<file path="config.mk">
export PLATFORM = sky130hd
export DESIGN_NAME = lsio_rst_ctrl
export DESIGN_NICKNAME = d
export VERILOG_FILES = /design/src/rtl/lsio_rst_ctrl.sv
export SDC_FILE = /design/constraint.sdc
export NUM_CORES = 1
export LEC_CHECK = 0
export ABC_AREA = 1
export CAP_MARGIN = 20
export CORE_ASPECT_RATIO = 1.1
export CORE_MARGIN = 3
export CORE_UTILIZATION = 61
export DETAILED_ROUTE_END_ITERATION = 8
export PLACE_DENSITY = 0.83
export SYNTH_ARGS = -nofsm -noshare
export SYNTH_HDL_FRONTEND = slang
export SYNTH_SLANG_ARGS = --single-unit
</file>
<file path="constraint.sdc">
create_clock -name clk_i -period 4.6 [get_ports clk_i]
set_clock_uncertainty 0.15 [all_clocks]
set_input_delay 1.15 -clock clk_i [delete_from_list [all_inputs] [get_ports clk_i]]
set_output_delay 1.15 -clock clk_i [all_outputs]
set_load 0.02 [all_outputs]
</file>
<file path="src/rtl/lsio_rst_ctrl.sv">
// Purpose: system reset sequencer. It takes an error-unit request and a debounced button and drives staged peripheral/core resets, with a sticky cause and count.
// Latency: periph_rstn_o releases HOLD_CYCLES edges after the sequence starts, and sys_rstn_o STAGGER_CYCLES edges later. A button press acts DEBOUNCE_CYCLES+2 edges after the first low sample.
// Backpressure: none. req_reset_i is a level that is only honoured in RUN, and the core reset clears it at its source.
module lsio_rst_ctrl #(
    parameter int HOLD_CYCLES     = 1024,
    parameter int STAGGER_CYCLES  = 16,
    parameter int DEBOUNCE_CYCLES = 64
) (
    input  logic       clk_i,
    input  logic       rstn_i,
    input  logic       req_reset_i,
    input  logic       btn_rstn_i,
    output logic       periph_rstn_o,
    output logic       sys_rstn_o,
    output logic [1:0] rst_cause_o,
    output logic [7:0] rst_count_o
);

    // One sequence counter covers both the hold and the stagger phases.
    // It is sized for the longer of the two, so it never wraps.
    localparam int CNT_MAX = (HOLD_CYCLES > STAGGER_CYCLES) ? HOLD_CYCLES : STAGGER_CYCLES;
    localparam int CW      = $clog2(CNT_MAX + 1);
    localparam int DBW     = $clog2(DEBOUNCE_CYCLES + 1);

    localparam logic [CW-1:0]  HOLD_LAST = CW'(HOLD_CYCLES - 1);
    localparam logic [CW-1:0]  STAG_LAST = CW'(STAGGER_CYCLES - 1);
    localparam logic [DBW-1:0] DB_MAX    = DBW'(DEBOUNCE_CYCLES);

    localparam logic [1:0] CAUSE_POR = 2'd0;
    localparam logic [1:0] CAUSE_ERR = 2'd1;
    localparam logic [1:0] CAUSE_BTN = 2'd2;

    typedef enum logic [1:0] {
        ST_ASSERT     = 2'd0,
        ST_REL_PERIPH = 2'd1,
        ST_RUN        = 2'd2
    } state_t;

    // Button path state
    logic           btn_sync1_q;
    logic           btn_sync2_q;
    logic [DBW-1:0] db_cnt_q;
    logic [DBW-1:0] db_cnt_d;
    logic           pressed_q;
    logic           pressed_d;

    // Sequencer state
    state_t         state_q;
    state_t         state_d;
    logic [CW-1:0]  cnt_q;
    logic [CW-1:0]  cnt_d;
    logic           periph_q;
    logic           periph_d;
    logic           sys_q;
    logic           sys_d;
    logic [1:0]     cause_q;
    logic [1:0]     cause_d;
    logic [7:0]     count_q;
    logic [7:0]     count_d;

    // Debounce: count consecutive low synced samples, saturating at DB_MAX.
    // Any high sample drops the press immediately.
    always_comb begin
        db_cnt_d  = db_cnt_q;
        pressed_d = pressed_q;
        if (btn_sync2_q) begin
            db_cnt_d  = '0;
            pressed_d = 1'b0;
        end else begin
            if (db_cnt_q != DB_MAX) begin
                db_cnt_d = db_cnt_q + DBW'(1);
            end
            pressed_d = (db_cnt_d == DB_MAX);
        end
    end

    // Button synchronizer and debounce flops.
    // The synchronizer resets to the released (high) level.
    always_ff @(posedge clk_i or negedge rstn_i) begin
        if (!rstn_i) begin
            btn_sync1_q <= 1'b1;
            btn_sync2_q <= 1'b1;
            db_cnt_q    <= '0;
            pressed_q   <= 1'b0;
        end else begin
            btn_sync1_q <= btn_rstn_i;
            btn_sync2_q <= btn_sync1_q;
            db_cnt_q    <= db_cnt_d;
            pressed_q   <= pressed_d;
        end
    end

    // Sequencer next state.
    // A press restarts the sequence from any state.
    // Only RUN can start a new recorded reset.
    always_comb begin
        state_d  = state_q;
        cnt_d    = cnt_q;
        periph_d = periph_q;
        sys_d    = sys_q;
        cause_d  = cause_q;
        count_d  = count_q;
        case (state_q)
            ST_ASSERT: begin
                periph_d = 1'b0;
                sys_d    = 1'b0;
                if (pressed_q) begin
                    // Hold the sequence at its start while the button is held.
                    cnt_d = '0;
                end else if (cnt_q == HOLD_LAST) begin
                    state_d  = ST_REL_PERIPH;
                    periph_d = 1'b1;
                    cnt_d    = '0;
                end else begin
                    cnt_d = cnt_q + CW'(1);
                end
            end
            ST_REL_PERIPH: begin
                if (pressed_q) begin
                    // Restart: cause and count stay as they are.
                    state_d  = ST_ASSERT;
                    periph_d = 1'b0;
                    sys_d    = 1'b0;
                    cnt_d    = '0;
                end else if (cnt_q == STAG_LAST) begin
                    state_d = ST_RUN;
                    sys_d   = 1'b1;
                    cnt_d   = '0;
                end else begin
                    cnt_d = cnt_q + CW'(1);
                end
            end
            ST_RUN: begin
                if (pressed_q || req_reset_i) begin
                    // The button wins when both arrive in the same cycle.
                    state_d  = ST_ASSERT;
                    periph_d = 1'b0;
                    sys_d    = 1'b0;
                    cnt_d    = '0;
                    cause_d  = pressed_q ? CAUSE_BTN : CAUSE_ERR;
                    if (count_q != 8'hFF) begin
                        count_d = count_q + 8'd1;
                    end
                end
            end
            default: begin
                state_d  = ST_ASSERT;
                periph_d = 1'b0;
                sys_d    = 1'b0;
                cnt_d    = '0;
            end
        endcase
    end

    // Sequencer flops. Power-on reset also clears the sticky cause and count.
    always_ff @(posedge clk_i or negedge rstn_i) begin
        if (!rstn_i) begin
            state_q  <= ST_ASSERT;
            cnt_q    <= '0;
            periph_q <= 1'b0;
            sys_q    <= 1'b0;
            cause_q  <= CAUSE_POR;
            count_q  <= 8'd0;
        end else begin
            state_q  <= state_d;
            cnt_q    <= cnt_d;
            periph_q <= periph_d;
            sys_q    <= sys_d;
            cause_q  <= cause_d;
            count_q  <= count_d;
        end
    end

    assign periph_rstn_o = periph_q;
    assign sys_rstn_o    = sys_q;
    assign rst_cause_o   = cause_q;
    assign rst_count_o   = count_q;

endmodule

</file>
* Yosys cells after proc, flatten, opt, wreduce, memory -nomap -nowiden
Cells that the tools add are included.
** Word-level totals
- Flip-flop bits (word level) :: 35
- Word-level logic and storage cells :: 57
- Output and inout bits :: 12
- Input bits :: 4
** Cells by class
- Add/subtract/negate cells :: 3
- Reduce and logical (&&, ||, !) cells :: 7
- Multiplexer cells :: 25
- Eq/ne operators :: 12
** Operators with widths (number)
- 11-bit two-way mux :: 5
- 11-bit case mux with 3 select lines :: 1
- 7-bit two-way mux :: 3
- 2-bit two-way mux :: 6
- 11-bit by 1-bit adder with 11-bit output, second input constant :: 1
- 11-bit by 10-bit equality test with 1-bit output, second input constant :: 1
- 11-bit by 4-bit equality test with 1-bit output, second input constant :: 1
- 8-bit by 1-bit adder with 8-bit output, second input constant :: 1
- 2-bit inequality test, second input constant :: 4
- 8-bit inequality test, second input constant :: 1
- 7-bit by 1-bit adder with 7-bit output, second input constant :: 1
- 7-bit equality test, second input constant :: 1
- 1-bit two-way mux :: 7
- 7-bit inequality test, second input constant :: 1
- 2-bit case mux with 3 select lines :: 1
- 2-bit AND reduction :: 3
- 4-bit AND reduction :: 1
- 3-bit inequality test, second input constant :: 1
- 1-bit case mux with 3 select lines :: 1
- 3-bit AND reduction :: 1
- 2-bit by 1-bit equality test with 1-bit output, second input constant :: 1
- 2-bit equality test, second input constant :: 1
- 2-bit zero test :: 1
- 1-bit case mux with 2 select lines :: 1
- 1-bit logical OR :: 1

* Depth between registers and ports, before layout
- Depth after elaboration :: 5
- Mapped depth :: 10
- Gate-level depth less buffers :: 10

* Worst setup path after synthesis
OpenSTA, ideal clock, no wires.
- Path kind :: input-to-reg
- From :: in req_reset_i
- To :: reg cnt_q[2]
- Required time :: 4.385 ns
- Library setup time :: 0.065 ns
- Data arrival time :: 1.829 ns
- Buffers on the path :: 1
- Cell stages on the path :: 6
- Slack :: 2.556 ns
- Cells stage by stage :: nor2_1 -> nand2_1 -> inv_1 -> buf_4 -> nand2_1 -> nand2_1
** Between the ends
- Word-level cells in the longest chain between the ends :: 2
** Ends and longest elaborated chain
- start: declaration :: RTL line 11 : input logic req_reset_i,
- 1-bit logical OR :: RTL line 134 : if (pressed_q || req_reset_i) begin
- 2-bit inequality test (no source line)
- end signal: assignment :: RTL line 166 : cnt_q <= cnt_d;
- end: declaration :: RTL line 50 : logic [CW-1:0] cnt_q;
Every way passes these cells.
A chain may end at the register's enable or synchronous reset.

* Final worst setup path
- From :: reg count_q[2], in the netlist rst_count_o[2]
- To :: out rst_count_o[2]
** RTL lines
- start: declaration :: RTL line 58 : logic [7:0] count_q;
- start signal: assignment :: RTL line 170 : count_q <= count_d;
- end: declaration :: RTL line 16 : output logic [7:0] rst_count_o
No word-level cell between the ends.

==> reports/results.tsv <==
stage	metric	value	unit
floorplan	die_area	3822	um2
setup_path	path_depth	1	
setup_path	max_stage_delay	660	ps
setup_path	ff2ff_setup_slack	2890	ps
setup_path	r2r_end	cnt_q[2]$_DFFE_PN0N_	
route	routed_wl	3537	um
route	wire_length_per_cell_after_detailed_routing	11.63	um
grt	grt_start_max_net_pins	36	
setup_path	critPathLaunchType	flip-flop	
synthesis	yosys_warnings	0	
route	drt_drc_violations_left	0	
sta	max_freq	362.0	MHz
layout	flow.area_growth_from_synthesis	13.69	%
setup_path	r2r_start	cnt_q[0]$_DFFE_PN0N_	
run	cap_violations	0	
floorplan	rows	20	
power	vdd.ir_drop.worst	283.7	uV
grt	grt_pass1_vias	1582	
setup_path	critical_path_source	rst_count_o[2]$_DFFE_PN0P_	
sta	setup_viol	0	
synthesis	synthesized_flop_and_latch_total	35	
setup_path	critPathSlowestCell	clkdlybuf4s50_1	
route	routed_via_density	5.247	
clocking	clkSlewWorstSetupHoldPaths	100	ps
layout	share_of_cells_above_drive_strength_1	8.118	%
clocking	htree_num_levels	2	
sta	hold_violations	0	
layout	fillCellCount	231	
floorplan	io_pins	16	
clocking	setup_buffers_after_cts	0	
setup_path	worst-path-max-fanout	6	
clocking	cts_made_buffers	5	
sta	tightestPinTransition	432.6	ps
placed_design	dp_hpwl	2617	um
setup_path	critical_path.cell_chain	clkdlybuf4s50_1	
sta	final.period_utilization	60.05	%
worst_hold_path	worst_hold_path_type	flip-flop to flip-flop	
floorplan	die-height	64.54	um
clocking	worstSkewPairLatency	330	ps
floorplan	core_area	2878	um2
setup_path	crit_end	rst_count_o[2]	
grt	global_route.usage.total	22.02	%
placed_design	port_buffers	15	
route	drt.antenna.violating_nets	0	
route	drtPass1Iterations	4	
clocking	cts_buffer_depth	2	
synthesis	synth.cell_area	1901	um2
synthesis	synth.distinct_cells	23	
sta	layout_min_cycle_time	2762	ps
floorplan	die_x	59.22	um
power	power-per-cell-area	242.1	nW/um2
route	drtIter0Drc	95	
setup_path	critPathBufInv	1	
sta	rsz0062_at_grt	no	
synthesis	mappedNetlistNets	256	
placed_design	routabilityCongestion	0.8324	
synthesis	avgSynthCellArea	7.664	um2
setup_path	worstSetupPathType	flip-flop to output port	
run_status	status	finished, final reports clean	
sta	worst_hold_slack	209.9	ps
grt	grt_pass1_wl	6479	um
synthesis	synth_seq_area_share	46.21	%
sta	timing.slew.headroom	71.16	%
clocking	clock_tree_from_tritoncts	built	
layout	num-nets-final	278	
clocking	root_buffer	clkbuf_4	
synthesis	postSynthCellCount	248	
clocking	cts_sinks	35	
setup_path	crit_arrival	1460	ps
setup_path	crit_path_end_kind	output port	
layout	num_antenna_cells	0	
sta	number_of_pins_with_negative_max_slew_slack_in_the_final_report	0	
clocking	postCtsHoldBufs	0	
layout	area_of_all_placed_cells_without_fillers	2161	um2
power	total_leakage_power	0.001157	uW
setup_path	reg2reg_depth	8	
placed_design	post_dp_cell_area	2092	um2
grt	antenna_found_initial	0	
setup_path	path_delay_family	buffers and inverters	
grt	grt_remaining_overflow	0	
floorplan	floorplan.initialDensity	66.04	%
setup_path	worstPathRequired	3300	ps
sta	fin_tns_setup	0	ps
route	vias	1595	
clocking	cts.repair.resized	0	
metal layers:
layer / vias to the layer above / part of all wire, % / GRT usage, %
met1: 741 / 44 / 25.68
met5: - / 0 / 0
met4: 0 / 2.5 / 9.632
li1: 818 / - / -
met2: 26 / 50 / 36.34
met3: 10 / 3.6 / 6.972
cells in the mapped netlist:
cell type / instances / area share (%)
a21oi_1: 4 / 1.1
buf_4: 1 / 0.40
dfrtp_1: 33 / 43
dfstp_2: 2 / 2.8
ha_1: 4 / 2.6
inv_1: 36 / 7.1
inv_2: 2 / 0.40
nand2_1: 87 / 17
nand2_2: 2 / 0.66
nand2_4: 1 / 0.59
nand3_1: 15 / 3.9
nand3_2: 1 / 0.53
nand3_4: 1 / 0.92
nand4_1: 7 / 2.3
nor2_1: 25 / 4.9
nor2_4: 4 / 2.4
nor3_1: 2 / 0.53
o211ai_1: 1 / 0.40
o21ai_0: 6 / 1.6
o21ai_1: 3 / 0.79
o21ai_4: 1 / 0.86
xnor2_1: 3 / 1.4
xor2_1: 7 / 3.2
how the worst min path moves through the flow:
stage                           from                    end  slack, ps  cells after the start
6_report       btn_sync1_q$_DFF_PN1_  btn_sync2_q$_DFF_PN1_        210                      0
5_1_grt        btn_sync1_q$_DFF_PN1_  btn_sync2_q$_DFF_PN1_        220                      0
3_3_place_gp   btn_sync1_q$_DFF_PN1_  btn_sync2_q$_DFF_PN1_        200                      0
3_5_place_dp   btn_sync1_q$_DFF_PN1_  btn_sync2_q$_DFF_PN1_        200                      0
4_1_cts        btn_sync1_q$_DFF_PN1_  btn_sync2_q$_DFF_PN1_        210                      0
2_1_floorplan  btn_sync1_q$_DFF_PN1_  btn_sync2_q$_DFF_PN1_        200                      0
registers in the layout, summed over array words and instances (netlist names):
name           count
cnt_q             11
db_cnt_q           7
pressed_q          1
btn_sync2_q        1
rst_count_o        8
sys_rstn_o         1
periph_rstn_o      1
rst_cause_o        2
state_q            2
btn_sync1_q        1
cell families after synthesis:
group	synth area share [%]
XOR/XNOR	4.609
AND/OR/NAND/NOR	33.97
flip-flops	46.21
buffers and inverters	7.900
AO/OA/AOI/OAI	4.674
adder cells (fa/ha/maj)	2.633
through the flow:
| step | worst slack [ps] | std cells | power (uW) | util (%) |
|---|---|---|---|---|
| 2_1_floorplan | 2556 | 248 | 330.5 | - |
| 3_3_place_gp | 1982 | 296 | 342.9 | 72.70 |
| 3_5_place_dp | 1920 | 296 | 343.0 | 72.70 |
| 4_1_cts | 1824 | 304 | 530.4 | 75.09 |
| 5_1_grt | 1759 | 304 | 549.7 | 75.09 |
| 6_report | 1838 | 304 | 523.2 | 75.09 |
report_power, final:
group | total, uW | switching (uW) | internal (uW) | leakage (uW)
logic | 21.0 | 13.2 | 7.81 | 0.000672
clock network | 187 | 96.8 | 89.9 | 0.0000386
registers | 316 | 3.90 | 312 | 0.000447
total | 523 | 114 | 409 | 0.00116
final cells by class:
type,count,area [um2],area share (%)
Sequential cell,35,878.3,40.65
Multi-Input combinational cell,174,872.1,40.36
Timing Repair Buffer,16,157.7,7.296
Inverter,38,142.6,6.601
Clock buffer,8,68.82,3.185
Tap cell,33,41.29,1.911
cell usage in the layout (no fill, tap or decap), types with 4 or more instances in the layout:
cell type        count
nand4_1              7
o21ai_0              6
dfrtp_1             33
nor2_1              25
a21oi_1              4
clkbuf_4             5
nand3_1             15
ha_1                 4
nand2_1             87
inv_1               36
clkdlybuf4s50_1     15
xor2_1               7
nor2_4               4
Power figures use the tool's default switching activity.
==> variant 1 (same flow settings) <==
Re-encode `state_t` (3 states) as one-hot, 3 bits wide.
--- a/src/rtl/lsio_rst_ctrl.sv
+++ b/src/rtl/lsio_rst_ctrl.sv
@@ -30,10 +30,10 @@
     localparam logic [1:0] CAUSE_ERR = 2'd1;
     localparam logic [1:0] CAUSE_BTN = 2'd2;
 
-    typedef enum logic [1:0] {
-        ST_ASSERT     = 2'd0,
-        ST_REL_PERIPH = 2'd1,
-        ST_RUN        = 2'd2
+    typedef enum logic [2:0] {
+        ST_ASSERT     = 3'b001,
+        ST_REL_PERIPH = 3'b010,
+        ST_RUN        = 3'b100
     } state_t;
 
     // Button path state
Formal check against the unedited RTL: same outputs for any inputs over 10 cycles, from zero or initial values and one cycle with rstn_i low; not proved beyond that.
==> variant 1 against the unedited design <==
- global-route usage decreased by 0.15 points
- setup slack improved by 0.0040 ns
- critical path depth did not move
- wire length increased by 3.2%
- power shrank 1.4%
- synthesized area rose by 1.2%
- cell area increased by 1.8%
- sequential cell count grew 1
==> variant 1: results (changes against the unedited design) <==
| Metric | Value |
|---|---|
| DP Area | `2118 µm² (was 2092 µm²)` |
| Layout fillers | `227 (was 231)` |
| Total vias in the final route | `1,577 (was 1,595)` |
| Largest net degree at the start of global routing | `27 (was 36)` |
| Antenna Cells | `0 (unchanged)` |
| Post-synthesis cell type count | `29 (was 23)` |
| Wire per inst | `12.33 µm (was 11.63 µm)` |
| Worst-Margin Slew | `0.2956 ns (was 0.4326 ns)` |
| Met1 WL | `1716 µm (was 1546 µm)` |
| Crit Path Max Fanout | `5 (was 6)` |
| Vias in the first global route | `1,525 (was 1,582)` |
| Wire length on met3 | `165 µm (was 129 µm)` |
| Net Count, Synth | `246 (was 256)` |
| Clock Latency Late Sink | `0.36 ns (was 0.33 ns)` |
| DRT Pass-1 Iters | `4 (unchanged)` |
| Sequential share of the synthesized area | `0.4704 (was 0.4621)` |
| Worst vdd ir | `0.2178 mV (was 0.2837 mV)` |
| Clk pin slew, worst setup/hold paths | `0.13 ns (was 0.10 ns)` |
| Grt ovf | `0 (unchanged)` |
| GR Util All Layers | `0.2187 (was 0.2202)` |
| Post-DP HPWL | `2671 µm (was 2617 µm)` |
| Leakage | `0.001108 µW (was 0.001157 µW)` |
| Outcome | `complete, no violations (unchanged)` |
| Max stage delay on crit path | `0.64 ns (was 0.66 ns)` |
| Setup WS pre-CTS | `1.842 ns (was 1.920 ns)` |
| NumNets Final | `270 (was 278)` |
| Met2 WL | `1684 µm (was 1772 µm)` |
| Global-route wire length before repair | `6361 µm (was 6479 µm)` |
| Synth top cells by count | `nand2_1, dfrtp_1, inv_1 (was nand2_1, inv_1, dfrtp_1)` |
| Synth area leaders | `dfrtp_1, nand2_1, inv_1 (unchanged)` |
| Share of post-route cells with drive strength above 1 | `0.1179 (was 0.08118)` |
| Initial drt markers | `64 (was 95)` |
| Placer congestion estimate | `0.9033 (was 0.8324)` |
==> variant 1: final timing paths <==
path	start	slack, ns	end	cells past startpoint
worst max-delay path	rst_count_o[3]$_DFFE_PN0P_	1.84	rst_count_o[3]	1
worst max register to register	cnt_q[1]$_DFFE_PN0P_	2.85	cnt_q[9]$_DFFE_PN0P_	8
min in group asynchronous	rstn_i	0.84	rst_count_o[3]$_DFFE_PN0P_	1
max in group asynchronous	rstn_i	2.89	cnt_q[7]$_DFFE_PN0P_	3
worst min-delay path	btn_sync1_q$_DFF_PN1_	0.21	btn_sync2_q$_DFF_PN1_	0
worst min register to register	btn_sync1_q$_DFF_PN1_	0.21	btn_sync2_q$_DFF_PN1_	0
==> variant 1: final cells by class <==
| type | count | share of cell area |
|---|---|---|
| Timing Repair Buffer | 18 | 0.08646 |
| Multi-Input combinational cell | 166 | 0.3982 |
| Clock buffer | 5 | 0.01706 |
| Tap cell | 33 | 0.01877 |
| Sequential cell | 36 | 0.4113 |
| Clock inverter | 3 | 0.008532 |
| Inverter | 35 | 0.05973 |
==> variant 1: worst reg2reg max path, delay by kind of cell (launching register included) <==
family,cells,cell delay (ns)
and+or+nand+nor,6,0.74
DFF,1,0.43
adders and majority gates,1,0.21
buffers and inverters,1,0.16
==> variant 1: report_power, final <==
group | switching (µW) | internal [µW] | leakage [µW]
registers | 3.12 | 320 | 0.000470
clock network | 111 | 58.6 | 0.0000349
logic | 13.0 | 9.96 | 0.000603
total | 127 | 389 | 0.00111
==> variant 1: logic make-up after synthesis <==
group           after synthesis  share of synthesized area
simple gates                134                     0.3260
compound gates               15                    0.04425
buf+inv                      36                    0.07417
flops                        36                     0.4704
xor+xnor                     13                    0.05921
fa+ha+maj                     4                    0.02603
==> variant 1: metal layers <==
layer  track usage  up-vias
met5             0        -
met4       0.09972        0
met3       0.05976       11
met2        0.3429       33
met1        0.2774      741
li1              -      792
==> variant 1: metrics by stage <==
step,utilization,hold WS [ns],instances
2_1_floorplan,-,0.1952,238
3_3_place_gp,0.7361,0.1970,287
3_5_place_dp,0.7361,0.1979,287
4_1_cts,0.7557,0.2163,295
5_1_grt,0.7643,0.2189,296
6_report,0.7643,0.2140,296
==> variant 2 (same flow settings) <==
Made on the original files. Change the parameter `HOLD_CYCLES` from 1024 to 512.
--- a/src/rtl/lsio_rst_ctrl.sv
+++ b/src/rtl/lsio_rst_ctrl.sv
@@ -2,7 +2,7 @@
 // Latency: periph_rstn_o releases HOLD_CYCLES edges after the sequence starts, and sys_rstn_o STAGGER_CYCLES edges later. A button press acts DEBOUNCE_CYCLES+2 edges after the first low sample.
 // Backpressure: none. req_reset_i is a level that is only honoured in RUN, and the core reset clears it at its source.
 module lsio_rst_ctrl #(
-    parameter int HOLD_CYCLES     = 1024,
+    parameter int HOLD_CYCLES     = 512,
     parameter int STAGGER_CYCLES  = 16,
     parameter int DEBOUNCE_CYCLES = 64
 ) (
Formal check against the unedited RTL: no difference found for any inputs over 10 cycles, from zero or initial values and one cycle with rstn_i low; that may be too few to reach the edited logic, so the function may still have changed.
==> variant 2 against the unedited design <==
- core utilization decreased by 0.39 points
- maximum frequency increased by 0.91%
- synthesized area decreased by 1.5%
- sequential share of layout area decreased by 0.60 points
- sequential cell count decreased by 1
- cell area decreased by 1.4%
- non-clock buffer count unchanged
- register-to-register slack got worse by 0.04 ns
- wire length increased by 3.0%
- setup slack improved by 0.025 ns
Power is not compared: it rests on default switching activity, and its combinational part moved more than twofold at a synthesized area within 25%.
==> variant 2: results (changes against the unedited design) <==
| Metric | Value |
|---|---|
| FF-to-FF setup slack | `2.85 ns (was 2.89 ns)` |
| Synth top cells by count | `nand2_1, dfrtp_1, nor2_1 (was nand2_1, inv_1, dfrtp_1)` |
| Nonclk inv count | `30 (was 38)` |
| DR vias/cell | `5.391 (was 5.247)` |
| Sequential share of the synthesized area | `0.4559 (was 0.4621)` |
| NumNets Final | `271 (was 278)` |
| Final wirelength | `3644 µm (was 3537 µm)` |
| Post-Synth XOR/XNOR Area | `0.04211 (was 0.04608)` |
| Largest net degree at the start of global routing | `35 (was 36)` |
| Placed cells | `289 (was 296)` |
| Clock buf count | `7 (was 8)` |
| Cells after Synth | `240 (was 248)` |
| Net Count, Synth | `248 (was 256)` |
| Vias in the first global route | `1,493 (was 1,582)` |
| Post-DP HPWL | `2733 µm (was 2617 µm)` |
| Synth area leaders | `dfrtp_1, nand2_1, nor2_1 (was dfrtp_1, nand2_1, inv_1)` |
| Max reg flops | `10 (was 11)` |
| Placer congestion estimate | `0.8457 (was 0.8324)` |
| Total vias in the final route | `1,601 (was 1,595)` |
| Outcome | `complete, no violations (unchanged)` |
| Share of post-route cells with drive strength above 1 | `0.09091 (was 0.08118)` |
| Post-synthesis cell type count | `24 (was 23)` |
| Layout sequential cell count | `34 (was 35)` |
| Initial drt markers | `64 (was 95)` |
| Hold_ws | `0.2172 ns (was 0.2099 ns)` |
| Clk cell area share | `0.02819 (was 0.03185)` |
| Synth Area in Adders | `0.02674 (was 0.02633)` |
| Global-route wire length before repair | `6437 µm (was 6479 µm)` |
| Max-slew headroom | `0.7201 (was 0.7116)` |
| Multi-input gates | `176 (was 174)` |
| Setup WS pre-CTS | `1.858 ns (was 1.920 ns)` |
| Final Core Density | `0.7469 (was 0.7509)` |
| Seq area share | `0.4005 (was 0.4065)` |
| Area of the multi-input gates | `905.9 µm² (was 872.1 µm²)` |
| Layout fillers | `240 (was 231)` |
| Post-synthesis compound-gate area fraction | `0.06016 (was 0.04674)` |
| Data arrival, critical path | `1.44 ns (was 1.46 ns)` |
## variant 2: cell count changes after synthesis, moves of 3 or more
cell     delta
nand2_1    -19
inv_1       -8
nand3_1     +7
xor2_1      -3
nor2_1      +6
## variant 2: routing by layer
layer  share of wire  GRT usage  up-vias  wire length, µm
met2            0.50     0.3619       28             1823
met4           0.016    0.08782        0               57
met5               0          0        -                0
met3           0.038    0.04848        5              139
li1                -          -      810                -
met1            0.45     0.2819      758             1624
## variant 2: worst max-delay path by stage
stage	to	slack, ns
floorplan	periph_rstn_o$_DFFE_PN0P_	2.59
global placement	periph_rstn_o$_DFFE_PN0P_	1.93
detailed placement	periph_rstn_o$_DFFE_PN0P_	1.86
CTS	rst_count_o[2]	1.85
global route	rst_count_o[2]	1.78
finish	rst_count_o[2]	1.86
## variant 2: report_power, final
part / switching (µW) / internal, µW
clock network: 100 / 74.0
logic: 149 / 108
registers: 71.4 / 351
